[src/rtl/rvh_pmp_pkg.sv]
// Shared PMP encodings: access types, privilege levels, pmpcfg.A modes
// and the state encoding of the PMP check sequencer.
package rvh_pmp_pkg;

    localparam logic [1:0] PMP_ACCESS_TYPE_R = 2'd0;
    localparam logic [1:0] PMP_ACCESS_TYPE_W = 2'd1;
    localparam logic [1:0] PMP_ACCESS_TYPE_X = 2'd2;

    localparam logic [1:0] PRIV_LVL_U = 2'd0;
    localparam logic [1:0] PRIV_LVL_S = 2'd1;
    localparam logic [1:0] PRIV_LVL_M = 2'd3;

    localparam logic [1:0] PMPCFG_A_OFF   = 2'd0;
    localparam logic [1:0] PMPCFG_A_TOR   = 2'd1;
    localparam logic [1:0] PMPCFG_A_NA4   = 2'd2;
    localparam logic [1:0] PMPCFG_A_NAPOT = 2'd3;

    typedef enum logic [1:0] {
        CHK_IDLE  = 2'd0,
        CHK_CHECK = 2'd1,
        CHK_RESP  = 2'd2
    } pmp_chk_state_e;

endpackage

[src/rtl/rvh_pmp_check_ctrl_if.sv]
// Bundle of requester, entry-array and response signals around the PMP
// check sequencer. slave = the sequencer, master = its surroundings.
interface rvh_pmp_check_ctrl_if #(
    parameter int NUM_REQ     = 3,
    parameter int NUM_ENTRY   = 16,
    parameter int PADDR_WIDTH = 56
);
    localparam int ID_W  = (NUM_REQ > 1) ? $clog2(NUM_REQ) : 1;
    localparam int IDX_W = (NUM_ENTRY > 1) ? $clog2(NUM_ENTRY) : 1;

    logic [NUM_REQ-1:0]             req_vld_i;
    logic [NUM_REQ*PADDR_WIDTH-1:0] req_paddr_i;
    logic [NUM_REQ*2-1:0]           req_access_type_i;
    logic [NUM_REQ*2-1:0]           req_priv_lvl_i;
    logic [NUM_REQ-1:0]             req_rdy_o;

    logic                           chk_vld_o;
    logic [PADDR_WIDTH-1:0]         chk_paddr_o;
    logic [1:0]                     chk_access_type_o;
    logic [NUM_ENTRY-1:0]           entry_match_i;
    logic [NUM_ENTRY-1:0]           entry_fail_i;
    logic [NUM_ENTRY-1:0]           entry_lock_i;
    logic [NUM_ENTRY-1:0]           entry_active_i;

    logic                           cfg_wr_pend_i;
    logic                           flush_i;

    logic                           resp_vld_o;
    logic [ID_W-1:0]                resp_id_o;
    logic                           resp_fail_o;
    logic                           resp_hit_o;
    logic [IDX_W-1:0]               resp_hit_idx_o;
    logic                           resp_rdy_i;

    modport slave (
        input  req_vld_i, req_paddr_i, req_access_type_i, req_priv_lvl_i,
        output req_rdy_o,
        output chk_vld_o, chk_paddr_o, chk_access_type_o,
        input  entry_match_i, entry_fail_i, entry_lock_i, entry_active_i,
        input  cfg_wr_pend_i, flush_i,
        output resp_vld_o, resp_id_o, resp_fail_o, resp_hit_o, resp_hit_idx_o,
        input  resp_rdy_i
    );

    modport master (
        output req_vld_i, req_paddr_i, req_access_type_i, req_priv_lvl_i,
        input  req_rdy_o,
        input  chk_vld_o, chk_paddr_o, chk_access_type_o,
        output entry_match_i, entry_fail_i, entry_lock_i, entry_active_i,
        output cfg_wr_pend_i, flush_i,
        input  resp_vld_o, resp_id_o, resp_fail_o, resp_hit_o, resp_hit_idx_o,
        output resp_rdy_i
    );

endinterface

[src/rtl/rvh_pmp_prio_enc.sv]
// Lowest-index-first priority encoder; idx_o is 0 when nothing is set.
module rvh_pmp_prio_enc #(
    parameter int WIDTH = 16,
    parameter int IDX_W = (WIDTH > 1) ? $clog2(WIDTH) : 1
) (
    input  logic [WIDTH-1:0] req_i,
    output logic             vld_o,
    output logic [IDX_W-1:0] idx_o
);

    assign vld_o = |req_i;

    // Scan downward so the lowest set bit is the last (winning) assignment.
    always_comb begin
        idx_o = '0;
        for (int i = WIDTH - 1; i >= 0; i--) begin
            if (req_i[i]) begin
                idx_o = IDX_W'(i);
            end
        end
    end

endmodule

[src/rtl/rvh_pmp_check_ctrl.sv]
// Round-robin shared PMP check port: grants one requester, strobes the
// entry array for one cycle and holds a registered verdict until accepted.
module rvh_pmp_check_ctrl
    import rvh_pmp_pkg::*;
#(
    parameter int NUM_REQ     = 3,
    parameter int NUM_ENTRY   = 16,
    parameter int PADDR_WIDTH = 56
) (
    input  logic clk,
    input  logic rstn,
    rvh_pmp_check_ctrl_if.slave bus
);

    localparam int ID_W  = (NUM_REQ > 1) ? $clog2(NUM_REQ) : 1;
    localparam int IDX_W = (NUM_ENTRY > 1) ? $clog2(NUM_ENTRY) : 1;
    localparam logic [ID_W:0] NREQ_W = (ID_W + 1)'(NUM_REQ);

    pmp_chk_state_e         state_q, state_d;
    logic [ID_W-1:0]        rr_ptr_q;
    logic [ID_W-1:0]        id_q;
    logic [PADDR_WIDTH-1:0] paddr_q;
    logic [1:0]             acc_q;
    logic [1:0]             priv_q;
    logic                   resp_fail_q;
    logic                   resp_hit_q;
    logic [IDX_W-1:0]       resp_hit_idx_q;

    logic [PADDR_WIDTH-1:0] paddr_arr [NUM_REQ];
    logic [1:0]             acc_arr   [NUM_REQ];
    logic [1:0]             priv_arr  [NUM_REQ];
    logic [NUM_REQ-1:0]     rot_vld;

    // Rotate the valid vector so that bit 0 is the requester at rr_ptr.
    for (genvar gi = 0; gi < NUM_REQ; gi++) begin : g_req
        logic [ID_W:0]   rot_sum;
        logic [ID_W-1:0] rot_sel;
        assign paddr_arr[gi] = bus.req_paddr_i[gi*PADDR_WIDTH +: PADDR_WIDTH];
        assign acc_arr[gi]   = bus.req_access_type_i[gi*2 +: 2];
        assign priv_arr[gi]  = bus.req_priv_lvl_i[gi*2 +: 2];
        assign rot_sum       = {1'b0, rr_ptr_q} + (ID_W + 1)'(gi);
        assign rot_sel       = ID_W'((rot_sum >= NREQ_W) ? rot_sum - NREQ_W : rot_sum);
        assign rot_vld[gi]   = bus.req_vld_i[rot_sel];
    end

    logic            any_vld;
    logic [ID_W-1:0] rot_idx;
    logic [ID_W:0]   grant_sum;
    logic [ID_W-1:0] grant_id;
    logic [ID_W:0]   next_sum;
    logic [ID_W-1:0] rr_ptr_d;
    logic            grant_en;
    logic [NUM_REQ-1:0] req_rdy;

    rvh_pmp_prio_enc #(.WIDTH(NUM_REQ), .IDX_W(ID_W)) u_rr_enc (
        .req_i (rot_vld),
        .vld_o (any_vld),
        .idx_o (rot_idx)
    );

    assign grant_sum = {1'b0, rr_ptr_q} + {1'b0, rot_idx};
    assign grant_id  = ID_W'((grant_sum >= NREQ_W) ? grant_sum - NREQ_W : grant_sum);
    assign next_sum  = {1'b0, grant_id} + (ID_W + 1)'(1);
    assign rr_ptr_d  = ID_W'((next_sum >= NREQ_W) ? next_sum - NREQ_W : next_sum);

    // New grants only from IDLE or on the response handshake; flush and a
    // pending CSR write both suppress them.
    assign grant_en = rstn && !bus.flush_i && !bus.cfg_wr_pend_i && any_vld &&
                      ((state_q == CHK_IDLE) ||
                       ((state_q == CHK_RESP) && bus.resp_rdy_i));

    always_comb begin
        req_rdy = '0;
        if (grant_en) begin
            req_rdy[grant_id] = 1'b1;
        end
    end

    logic             entry_hit;
    logic [IDX_W-1:0] entry_idx;
    logic             verdict_fail;

    rvh_pmp_prio_enc #(.WIDTH(NUM_ENTRY), .IDX_W(IDX_W)) u_entry_enc (
        .req_i (bus.entry_match_i),
        .vld_o (entry_hit),
        .idx_o (entry_idx)
    );

    // M-mode bypasses unlocked entries and the no-match default-deny.
    always_comb begin
        verdict_fail = 1'b0;
        if (entry_hit) begin
            if ((priv_q == PRIV_LVL_M) && !bus.entry_lock_i[entry_idx]) begin
                verdict_fail = 1'b0;
            end else begin
                verdict_fail = bus.entry_fail_i[entry_idx];
            end
        end else begin
            verdict_fail = (priv_q != PRIV_LVL_M) && (|bus.entry_active_i);
        end
    end

    always_comb begin
        state_d = state_q;
        case (state_q)
            CHK_IDLE: begin
                if (grant_en) begin
                    state_d = CHK_CHECK;
                end
            end
            CHK_CHECK: begin
                state_d = bus.flush_i ? CHK_IDLE : CHK_RESP;
            end
            CHK_RESP: begin
                if (bus.flush_i) begin
                    state_d = CHK_IDLE;
                end else if (bus.resp_rdy_i) begin
                    state_d = grant_en ? CHK_CHECK : CHK_IDLE;
                end
            end
            default: state_d = CHK_IDLE;
        endcase
    end

    always_ff @(posedge clk) begin
        if (!rstn) begin
            state_q        <= CHK_IDLE;
            rr_ptr_q       <= '0;
            id_q           <= '0;
            paddr_q        <= '0;
            acc_q          <= '0;
            priv_q         <= '0;
            resp_fail_q    <= 1'b0;
            resp_hit_q     <= 1'b0;
            resp_hit_idx_q <= '0;
        end else begin
            state_q <= state_d;
            if (grant_en) begin
                id_q     <= grant_id;
                paddr_q  <= paddr_arr[grant_id];
                acc_q    <= acc_arr[grant_id];
                priv_q   <= priv_arr[grant_id];
                rr_ptr_q <= rr_ptr_d;
            end
            if ((state_q == CHK_CHECK) && !bus.flush_i) begin
                resp_fail_q    <= verdict_fail;
                resp_hit_q     <= entry_hit;
                resp_hit_idx_q <= entry_idx;
            end
        end
    end

    assign bus.req_rdy_o         = req_rdy;
    assign bus.chk_vld_o         = (state_q == CHK_CHECK);
    assign bus.chk_paddr_o       = paddr_q;
    assign bus.chk_access_type_o = acc_q;
    assign bus.resp_vld_o        = (state_q == CHK_RESP);
    assign bus.resp_id_o         = id_q;
    assign bus.resp_fail_o       = resp_fail_q;
    assign bus.resp_hit_o        = resp_hit_q;
    assign bus.resp_hit_idx_o    = resp_hit_idx_q;

endmodule

[src/flat_wrapper.sv]
// flat-port wrapper written by rule: the top's interface ports become plain ports
module rvh_pmp_check_ctrl_flat import rvh_pmp_pkg::*;
#(
    parameter int NUM_REQ     = 3,
    parameter int NUM_ENTRY   = 16,
    parameter int PADDR_WIDTH = 56
)
  (clk, rstn, bus_req_vld_i, bus_req_paddr_i, bus_req_access_type_i, bus_req_priv_lvl_i, bus_req_rdy_o, bus_chk_vld_o, bus_chk_paddr_o, bus_chk_access_type_o, bus_entry_match_i, bus_entry_fail_i, bus_entry_lock_i, bus_entry_active_i, bus_cfg_wr_pend_i, bus_flush_i, bus_resp_vld_o, bus_resp_id_o, bus_resp_fail_o, bus_resp_hit_o, bus_resp_hit_idx_o, bus_resp_rdy_i);
  rvh_pmp_check_ctrl_if #(.NUM_REQ(NUM_REQ), .NUM_ENTRY(NUM_ENTRY), .PADDR_WIDTH(PADDR_WIDTH)) bus_i ();
  input  logic clk;
  input  logic rstn;
  input wire logic [$bits(bus_i.req_vld_i)-1:0] bus_req_vld_i;
  input wire logic [$bits(bus_i.req_paddr_i)-1:0] bus_req_paddr_i;
  input wire logic [$bits(bus_i.req_access_type_i)-1:0] bus_req_access_type_i;
  input wire logic [$bits(bus_i.req_priv_lvl_i)-1:0] bus_req_priv_lvl_i;
  output wire logic [$bits(bus_i.req_rdy_o)-1:0] bus_req_rdy_o;
  output wire logic [$bits(bus_i.chk_vld_o)-1:0] bus_chk_vld_o;
  output wire logic [$bits(bus_i.chk_paddr_o)-1:0] bus_chk_paddr_o;
  output wire logic [$bits(bus_i.chk_access_type_o)-1:0] bus_chk_access_type_o;
  input wire logic [$bits(bus_i.entry_match_i)-1:0] bus_entry_match_i;
  input wire logic [$bits(bus_i.entry_fail_i)-1:0] bus_entry_fail_i;
  input wire logic [$bits(bus_i.entry_lock_i)-1:0] bus_entry_lock_i;
  input wire logic [$bits(bus_i.entry_active_i)-1:0] bus_entry_active_i;
  input wire logic [$bits(bus_i.cfg_wr_pend_i)-1:0] bus_cfg_wr_pend_i;
  input wire logic [$bits(bus_i.flush_i)-1:0] bus_flush_i;
  output wire logic [$bits(bus_i.resp_vld_o)-1:0] bus_resp_vld_o;
  output wire logic [$bits(bus_i.resp_id_o)-1:0] bus_resp_id_o;
  output wire logic [$bits(bus_i.resp_fail_o)-1:0] bus_resp_fail_o;
  output wire logic [$bits(bus_i.resp_hit_o)-1:0] bus_resp_hit_o;
  output wire logic [$bits(bus_i.resp_hit_idx_o)-1:0] bus_resp_hit_idx_o;
  input wire logic [$bits(bus_i.resp_rdy_i)-1:0] bus_resp_rdy_i;
  assign bus_i.req_vld_i = bus_req_vld_i;
  assign bus_i.req_paddr_i = bus_req_paddr_i;
  assign bus_i.req_access_type_i = bus_req_access_type_i;
  assign bus_i.req_priv_lvl_i = bus_req_priv_lvl_i;
  assign bus_req_rdy_o = bus_i.req_rdy_o;
  assign bus_chk_vld_o = bus_i.chk_vld_o;
  assign bus_chk_paddr_o = bus_i.chk_paddr_o;
  assign bus_chk_access_type_o = bus_i.chk_access_type_o;
  assign bus_i.entry_match_i = bus_entry_match_i;
  assign bus_i.entry_fail_i = bus_entry_fail_i;
  assign bus_i.entry_lock_i = bus_entry_lock_i;
  assign bus_i.entry_active_i = bus_entry_active_i;
  assign bus_i.cfg_wr_pend_i = bus_cfg_wr_pend_i;
  assign bus_i.flush_i = bus_flush_i;
  assign bus_resp_vld_o = bus_i.resp_vld_o;
  assign bus_resp_id_o = bus_i.resp_id_o;
  assign bus_resp_fail_o = bus_i.resp_fail_o;
  assign bus_resp_hit_o = bus_i.resp_hit_o;
  assign bus_resp_hit_idx_o = bus_i.resp_hit_idx_o;
  assign bus_i.resp_rdy_i = bus_resp_rdy_i;
  rvh_pmp_check_ctrl #(.NUM_REQ(NUM_REQ), .NUM_ENTRY(NUM_ENTRY), .PADDR_WIDTH(PADDR_WIDTH)) u_core (.clk(clk), .rstn(rstn), .bus(bus_i));
endmodule
[config.mk]
export PLATFORM = sky130hd
export DESIGN_NAME = rvh_pmp_check_ctrl_flat
export DESIGN_NICKNAME = d
export VERILOG_FILES = /design/src/rtl/rvh_pmp_pkg.sv /design/src/rtl/rvh_pmp_check_ctrl_if.sv /design/src/rtl/rvh_pmp_prio_enc.sv /design/src/rtl/rvh_pmp_check_ctrl.sv /design/src/flat_wrapper.sv
export SDC_FILE = /design/constraint.sdc
export NUM_CORES = 1
export LEC_CHECK = 0
export BUFFER_PORTS_ARGS = -buffer_cell sky130_fd_sc_hd__clkbuf_2
export CAP_MARGIN = 20
export CORE_AREA = 2 2 126 128
export DETAILED_ROUTE_END_ITERATION = 7
export DIE_AREA = 0 0 128 130
export PLACE_DENSITY = 0.69
export SLEW_MARGIN = 20
export SYNTH_ARGS = -nofsm -noshare
export SYNTH_HDL_FRONTEND = slang
export SYNTH_SLANG_ARGS = --single-unit
[constraint.sdc]
create_clock -name clk -period 3.65 [get_ports clk]
set_input_delay 0.5475 -clock clk [delete_from_list [all_inputs] [get_ports clk]]
set_output_delay 0.5475 -clock clk [all_outputs]
set_load 0.01 [all_outputs]
==> impl_results.md <==
- Status: finished with violations
- Failing checks: setup timing
- Fmax: 0.261 GHz
- Overflow left after global routing: 0
- Relative slew margins: 0.259
- R2R setup slack: -0.02 ns
- Post-synth ARST share: 0
- Post-synthesis instance area: 4760 sq um
- Post-route insts no fill: 1148
- Cell with the most instances on the worst path: ha_2
- Most frequent cells in the layout: clkbuf_2 (321), nand2_1 (132), dfxtp_1 (70)
- Worst Path Required: 3.10 ns
- Die Wd: 128 microns
- Avg WL per Cell: 17.2 microns
- Final GP Congestion: 0.814
- Pwr per Cell Area: 386 nW/um^2
- Crit path kind: register to primary output
- Drt first pass iters: 4
- Area delta synth->final: 64.7%
- CP Cell Sequence: buf_6 -> ha_4 -> mux2i_1 -> nand4b_1 -> o21ai_2 -> ha_2 -> inv_2 -> fa_1 -> inv_1 -> ha_2 -> nand3b_1 -> a21o_1 -> inv_2 -> ha_2 -> and2_4 -> clkbuf_8
- Worst-Skew Late Latency: 0.34 ns
- Critical path's largest stage delay: 0.54 ns
- Period utilization: 1.05
- Hpwl dp: 13.0 mm
- Layout cells sized above 1: 0.527
- Placement-stage cell area: 6610 sq um
- Setup crit start: u_core.rr_ptr_q[1]
- Clk slew on worst S/H paths: 0.06 ns
- Synth area leaders: dfxtp_1 (30%), nand2_1 (10%), a211oi_1 (6.2%), nor3b_1 (5.7%), a21oi_1 (4.5%)
- Worst hold margin: 0.466 ns
- Num CTS Buffers: 9
- Maxcap violations: 0
- I/O pins: 323
- Synth Net Count: 872
- FF-to-FF Start: u_core.rr_ptr_q[1]
- Post-synthesis sequential area ratio: 0.303
- Max Fanout on Critical Path: 6
- Minimum clock period after layout: 3.83 ns
- CTS tree: done
- Number of inserted diodes: 0
- Drt drc: 0
- Via count: 5904
- Largest net degree at the start of global routing: 73
- Worst slack, placed: -0.0532 ns
- Number of fill cells: 1497
- Crit start category: register
- Nets: 1212
- Routed vias/inst: 5.14
- FF+latch count, synth: 72
- Port-buffer cells: 322
- Iteration-0 DRC Markers: 218
- Hold wc startpoint: bus_req_paddr_i[157]
- WP data arrival: 3.29 ns
- Number of global-route vias before repair: 5496
- Height of the die: 130 microns
- Final setup fails: 5
- Sink Count: 72
- Post-Route WL: 19.7 mm
- First-pass GRT wire length: 26.8 mm
- Full die area: 16600 sq um
- Prevailing post-synth register cell: dfxtp_1
- Area share of the largest cell type after synthesis: 0.303
- Cells after Synth: 612
- Worst Hold Class: input port to register
- Remaining antenna violation count after routing: 0
- Slowest cell on crit path: fa_1
- Overall power: 0.00302 W
- Worst-Margin Slew: 1.11 ns
- Final instance area: 7840 sq um
- Post-synth EDFFs: 0
- Max H-tree Level: 3
- Max Slew Vio Count: 0
- Initial core utilization: 0.308
- Final Worst Setup Slack: -0.183 ns
- Initial antenna violation count: 0
- Pleak: 3.57 nW
- Core area: 15400 sq um
- Clock buffer depth: 2
- Unique masters post-synth: 61
- Peak VDD IR: 239 uV
- Crit path capture type: primary output
- Root buf cell: clkbuf_16
- Row count: 46
- Final Skew: 0.00722 ns
- Syn Area/Cell: 7.78 sq um
- Yosys top cell by area: dfxtp_1
- Final hold vios: 0
- RSZ-0062 raised after global routing: yes
- Ys Warns: 0
- Hold buffers post-CTS: 0
- Dpl cells: 1100
- Most common cell after layout, fill and taps aside: clkbuf_2
- Gr usage total: 0.202
[routing by layer]
metal | part of all wire | vias to the layer above | global-route usage
li1 | - | 2876 | -
met1 | 0.39 | 2743 | 0.222
met2 | 0.52 | 258 | 0.375
met3 | 0.072 | 27 | 0.0529
met4 | 0.022 | 0 | 0.0776
met5 | 0 | - | 0
[worst max-delay path: cells and delay by family (launching register included)]
kind | cells | cell delay (ns)
simple gates | 3 | 0.45
compound gates | 2 | 0.33
flops | 1 | 0.34
mux | 1 | 0.20
buf+inv | 5 | 0.40
fa+ha+maj | 5 | 1.22
[cells in the mapped netlist (all sizes together), types with 2 or more instances]
| master | instances |
|---|---|
| clkinv | 2 |
| nand3 | 8 |
| a21boi | 3 |
| nor2 | 49 |
| nor3 | 5 |
| o21ai | 6 |
| buf | 22 |
| and3 | 7 |
| a211oi | 39 |
| nor2b | 32 |
| nor4 | 7 |
| nor3b | 36 |
| o21a | 2 |
| mux2 | 2 |
| ha | 7 |
| nand4 | 3 |
| o211a | 2 |
| nand2 | 134 |
| inv | 9 |
| a21oi | 63 |
| mux2i | 17 |
| nand2b | 2 |
| a31oi | 2 |
| a221oi | 25 |
| dfxtp | 72 |
| o211ai | 5 |
| o31ai | 3 |
| and2 | 4 |
| clkbuf | 24 |
[power by group]
| group | switching, W | internal [W] | leakage [nW] |
|---|---|---|---|
| clock | 0.000357 | 0.000736 | 0.173 |
| combinational | 0.000568 | 0.000506 | 2.81 |
| sequential | 0.0000274 | 0.000828 | 0.586 |
[path summary, 6_finish.rpt]
path         cells after the start                         end
max reg2reg                     22  u_core.bus.chk_paddr_o[21]
max                             16            bus_req_rdy_o[1]
min                              3  u_core.bus.chk_paddr_o[45]
min reg2reg                      2     u_core.bus.resp_id_o[1]
[flip-flops by register name, summed over array words and instances (netlist names)]
| name | flops |
|---|---|
| u_core.bus.chk_access_type_o | 2 |
| u_core.bus.resp_fail_o | 1 |
| u_core.bus.resp_hit_o | 1 |
| u_core.priv_q | 2 |
| u_core.bus.resp_hit_idx_o | 4 |
| u_core.state_q | 2 |
| u_core.bus.chk_paddr_o | 56 |
| u_core.rr_ptr_q | 2 |
| u_core.bus.resp_id_o | 2 |
[area by class of cell]
type,instances,area (sq um),share of cell area
multi-input cells,483,3440,0.439
repair buffers,375,2310,0.295
flip-flops and latches,72,1440,0.184
well taps,192,240,0.0306
clock buffers,10,229,0.0292
clock inverters,5,129,0.0164
inverters,11,46.3,0.00591
[repair_timing]
action | in CTS | in global routing
gates cloned | 0 | 12
hold endpoints to repair | 0 | 0
setup endpoints to repair | 3 | 63
resized for setup | 20 | 77
pin swaps | 7 | 31
buffers inserted | 9 | 13
[kinds of logic (layout without fill, tap and decap cells)]
group                      after synthesis  count (layout)  synth area share
buffers and inverters                   57             401            0.0594
muxes                                   19              19            0.0405
DFF                                     72              72             0.303
AOI/OAI and AO/OA                      164             164             0.268
and+or+nand+nor                        291             291             0.304
adders and majority gates                9               9            0.0250
[metrics by stage]
| step | utilization | TNS, ns |
|---|---|---|
| global placement | 0.429 | -0.0282 |
| CTS | 0.461 | -0.488 |
| floorplan | - | 0 |
| detailed placement | 0.429 | -0.358 |
| global route | 0.508 | -10.51 |
| finish | 0.508 | -0.494 |
(Power assumes the default switching activity.)
